**src/rtl/instr_fetch_stage.sv**
```systemverilog
// Instruction fetch stage: PC register, single-outstanding imem request FSM,
// one-entry pending buffer for stalled responses, and the IF/ID register.
module instr_fetch_stage #(
   parameter logic [31:0] RESET_PC = 32'h0000_0000
) (
   input  logic        clk,
   input  logic        reset,
   input  logic        stall,
   input  logic        flush,
   input  logic        branch_taken,
   input  logic [31:0] branch_target,
   output logic        imem_req,
   output logic [31:0] imem_addr,
   input  logic        imem_ready,
   input  logic [31:0] imem_rdata,
   output logic        if_valid,
   output logic [31:0] if_instr,
   output logic [31:0] if_pc_plus4,
   output logic [5:0]  instr_op,
   output logic [5:0]  instruction_5_0
);

   typedef enum logic [1:0] {IDLE = 2'd0, REQ = 2'd1, HOLD = 2'd2} state_t;

   localparam logic [31:0] PC_INIT = RESET_PC & 32'hFFFF_FFFC;

   state_t      state, state_n;
   logic [31:0] pc, pc_n, pc_inc;
   logic [31:0] pend_instr, pend_instr_n, pend_pc4, pend_pc4_n;
   logic        valid_n;
   logic [31:0] instr_n, pc4_n;
   logic        resp;

   always_ff @(posedge clk or negedge reset) begin
      if (!reset) begin
         state       <= IDLE;
         pc          <= PC_INIT;
         pend_instr  <= '0;
         pend_pc4    <= '0;
         if_valid    <= 1'b0;
         if_instr    <= '0;
         if_pc_plus4 <= '0;
      end else begin
         state       <= state_n;
         pc          <= pc_n;
         pend_instr  <= pend_instr_n;
         pend_pc4    <= pend_pc4_n;
         if_valid    <= valid_n;
         if_instr    <= instr_n;
         if_pc_plus4 <= pc4_n;
      end
   end

   assign pc_inc = pc + 32'd4;
   assign resp   = (state == REQ) && imem_ready;

   // Priority: branch > flush > stall > normal fetch. A response that lands
   // under flush still retires its address so the next fetch moves on.
   always_comb begin
      state_n      = state;
      pc_n         = pc;
      pend_instr_n = pend_instr;
      pend_pc4_n   = pend_pc4;
      valid_n      = if_valid;
      instr_n      = if_instr;
      pc4_n        = if_pc_plus4;
      if (branch_taken) begin
         pc_n         = branch_target & 32'hFFFF_FFFC;
         valid_n      = 1'b0;
         instr_n      = '0;
         pend_instr_n = '0;
         pend_pc4_n   = '0;
         state_n      = REQ;
      end else if (flush) begin
         if (resp) pc_n = pc_inc;
         valid_n      = 1'b0;
         instr_n      = '0;
         pend_instr_n = '0;
         pend_pc4_n   = '0;
         state_n      = REQ;
      end else begin
         case (state)
            IDLE: state_n = REQ;
            REQ: begin
               if (imem_ready) begin
                  pc_n = pc_inc;
                  if (stall) begin
                     pend_instr_n = imem_rdata;
                     pend_pc4_n   = pc_inc;
                     state_n      = HOLD;
                  end else begin
                     valid_n = 1'b1;
                     instr_n = imem_rdata;
                     pc4_n   = pc_inc;
                  end
               end
            end
            HOLD: begin
               if (!stall) begin
                  valid_n = 1'b1;
                  instr_n = pend_instr;
                  pc4_n   = pend_pc4;
                  state_n = REQ;
               end
            end
            default: state_n = IDLE;
         endcase
      end
   end

   assign imem_req        = (state == REQ);
   assign imem_addr       = pc;
   assign instr_op        = if_instr[31:26];
   assign instruction_5_0 = if_instr[5:0];

endmodule

```
**config.mk**
```make
export PLATFORM = sky130hd
export DESIGN_NAME = instr_fetch_stage
export DESIGN_NICKNAME = d
export VERILOG_FILES = /design/src/rtl/instr_fetch_stage.sv
export SDC_FILE = /design/constraint.sdc
export NUM_CORES = 1
export LEC_CHECK = 0
export ABC_CLOCK_PERIOD_IN_PS = 2150
export CORE_UTILIZATION = 33
export DETAILED_ROUTE_END_ITERATION = 10
export GPL_ROUTABILITY_DRIVEN = 0
export PLACE_DENSITY_LB_ADDON = 0.25
export SKIP_LAST_GASP = 1
export SYNTH_ARGS = -nofsm -noshare
export SYNTH_HDL_FRONTEND = slang
export SYNTH_SLANG_ARGS = --single-unit
```
**constraint.sdc**
```tcl
create_clock -name clk -period 2.15 [get_ports clk]
set_input_delay 0.3225 -clock clk [delete_from_list [all_inputs] [get_ports clk]]
set_output_delay 0.3225 -clock clk [all_outputs]
set_load 0.1 [all_outputs]
```
==> run summary <==
Top FF cell, synth - dfrtp_1
Final slew viol count - 0
Final Skew - 0.01232 ns
Placed wire-length estimate - 14.51 mm
CTS tree - done
Worst hold slack - 0.4109 ns
Global Route Usage Sum - 17.34%
Vias/cell - 4.774
Clock latency on the worst-skew pair - 0.43 ns
Layout cell share with drive strength beyond 1 - 23.74%
Largest net degree at the start of global routing - 82
Via count - 6,431
MaxCap Viol Count - 0
Final Util - 44.77%
List of cells traversed by the critical path - ha_1 -> nand3_2 -> nor4_4 -> buf_4 -> nand3_1 -> xnor2_1 -> nor2_1 -> a211oi_1
IO Pins - 180
Yosys reg bits - 159
DR pass1 iterations - 5
R2r endpoint - pend_pc4[30]
Post-synth EDFFs - 0
Nets@finish - 1,091
Die H - 158.2 um
Critical Path AT - 2.45 ns
Post-DR wirelength/cell - 15.55 um
Num CTS Buffers - 17
Leak Pwr - 4.570 nW
CTS Sinks - 159
Worst-Margin Slew - 1.044 ns
Port-buffer cells - 175
Worst Setup Start Kind - flop
Layout area overhead - 31.77%
ANT cells - 0
Post-synthesis cell count - 857
First-pass GRT wire length - 33.42 mm
Placement Cell Area - 9995 um2
Die ar. - 25,010 um2
Top fanout value on the critical path - 4
Max rail drop VDD - 0.5220 mV
DR iter-0 viols - 361
Avg Inst Size Synth - 9.389 um2
Fmax - 0.4741 GHz
Ys async rst share - 100.0%
Initial core utilization - 33.98%
Count of unique library cells instantiated by Yosys - 56
Design area - 10,600 um2
Final ANT Viol Nets - 0
Reg-to-reg slack, setup - 0.04 ns
Clock-pin slew on the worst setup and hold paths - 0.07 ns
Min Tclk post-route - 2.109 ns
Vias in the first global route - 6,090
Number of antenna violations at the first check in global routing - 0
Period utilization - 98.11%
Reg-to-Reg Start - imem_addr[2]
# setup viols final - 0
Reg area - 4021 um2
Status - complete, no violations
Slew Limit Headroom - 30.16%
Crit path kind - reg2reg
# rows - 56
RSZ-0062 raised after global routing - true
Drt drc - 0
CORE AREA - 23,680 um2
Req. time, crit path - 2.49 ns
CP Capture Type - flop
Area of the multi-input gates - 3676 um2
Synth warn - 0
FF-to-FF path depth - 8
Commonest cells after routing, fill and taps aside - nand2_1 (162), buf_4 (139), dfrtp_1 (131), nor2_1 (93), clkdlybuf4s50_1 (65)
Die width - 158.2 um
Cell count after placement - 1,312
Slowest CP cell - dfrtp_4
Clock buffer depth - 2
Sequential area share after synthesis - 49.45%
WL final - 20.95 mm
Cell Pwr Density - 986.5 nW/um2
H-tree levels - 4
HP Class - in2async
Fill cell count - 2,351
CP max stage delay - 0.41 ns
Commonest non-fill, non-tap cell in the layout - nand2_1
Fin. Hold Viols - 0
Finished Layout Cells - 1,347
Synthesized area - 8046 um2
GRT Residual Overflow - 0
Setup TNS - 0 ns
Root Driver - clkbuf_16
synth_stat cells (2+ instances only):
cell             n  area share (%)
a21oi_1         52             3.2
and4_1           3            0.33
a21o_1           2            0.19
and3_1           6            0.47
and3_2           2            0.19
buf_6            3            0.42
xor2_1          25             2.7
dlygate4sd1_1    2            0.22
o21ai_0         58             3.6
nand2_1        162             7.6
nand4_4          2            0.53
a211oi_2         2            0.31
nand2b_1         2            0.16
clkbuf_8         2            0.34
o21ai_1         10            0.62
buf_2            9            0.56
nor3_2           2            0.25
xnor2_1         31             3.4
a211oi_1        44             4.1
inv_1            8            0.37
mux2_2           3            0.42
nor2_1          93             4.3
buf_1            5            0.23
dfrtp_1        159              49
nand3_2          2            0.25
nor4_4           4             1.1
o221ai_1         7            0.76
mux2i_1         41             5.1
nand3_1         14            0.87
buf_4           16             1.5
clkbuf_1        41             1.9
nand4_1          8            0.62
ha_1             6            0.93
nor3_1           9            0.56
power breakdown:
group | internal [mW] | switching [mW]
Clock | 1.63 | 1.36
Sequential | 3.31 | 0.281
Combinational | 0.883 | 3.00
critical path: cells and delay by family (launching register included):
family	cells	cell delay (ns)
flops	1	0.41
compound gates	1	0.20
fa+ha+maj	1	0.18
xor+xnor	1	0.34
buf+inv	1	0.18
simple gates	4	0.71
final cells by class:
| class | count | area share (%) |
|---|---|---|
| Sequential cell | 159 | 37.93 |
| Multi-Input combinational cell | 613 | 34.67 |
| Timing Repair Buffer | 216 | 17.93 |
| Clock inverter | 15 | 1.416 |
| Tap cell | 319 | 3.764 |
| Clock buffer | 17 | 4.012 |
| Inverter | 8 | 0.2832 |
through the flow:
stage	total power [mW]	setup slack [ns]
CTS	10.57	0.02013
global placement	7.530	-0.02716
detailed placement	7.553	-0.05436
floorplan	6.510	-0.001549
finish	10.46	0.04058
global route	10.91	-0.06039
sequential cells by signal (all words and copies together), names as in the netlist:
name and cells:
imem_addr 30, pend_pc4 31, if_instr 32, state 2, pend_instr 32, if_pc_plus4 31
if_valid 1
cells by family after synthesis:
logic type,count (synthesis),share of synthesized area (%)
mux,44,5.520
xor+xnor,56,6.095
fa+ha+maj,6,0.9330
other cells,1,0.04660
compound gates,181,13.39
buf+inv,86,5.551
flops,159,49.45
simple gates,324,19.02
repair_timing:
item                                    4_1_cts  5_1_grt
endpoints found under the hold margin        46        0
buffers inserted                              0        2
gates resized for setup                       0        1
endpoints found under the setup margin        0        3
hold buffers                                  1        0
worst max path at each step:
stage                             from              end  slack (ns)  cells after the start
after floorplan           imem_addr[2]  if_pc_plus4[20]      -0.002                      7
after global placement           flush         state[0]       -0.03                      5
after detailed placement         flush         state[0]       -0.05                      5
after CTS                 imem_addr[2]     pend_pc4[26]        0.02                      7
after global routing      imem_addr[2]     pend_pc4[30]       -0.06                      8
final                     imem_addr[2]     pend_pc4[30]        0.04                      8
metal layers:
layer | share of wire (%) | vias to the layer above | wire length (um) | track usage [%]
met5 | 0 | - | 0 | 0
met4 | 1.1 | 0 | 223 | 5.082
met3 | 4.2 | 18 | 886 | 3.066
met2 | 46 | 160 | 9627 | 26.71
met1 | 49 | 3040 | 10210 | 24.71
li1 | - | 3213 | - | -
Power figures use the tool's default switching activity.
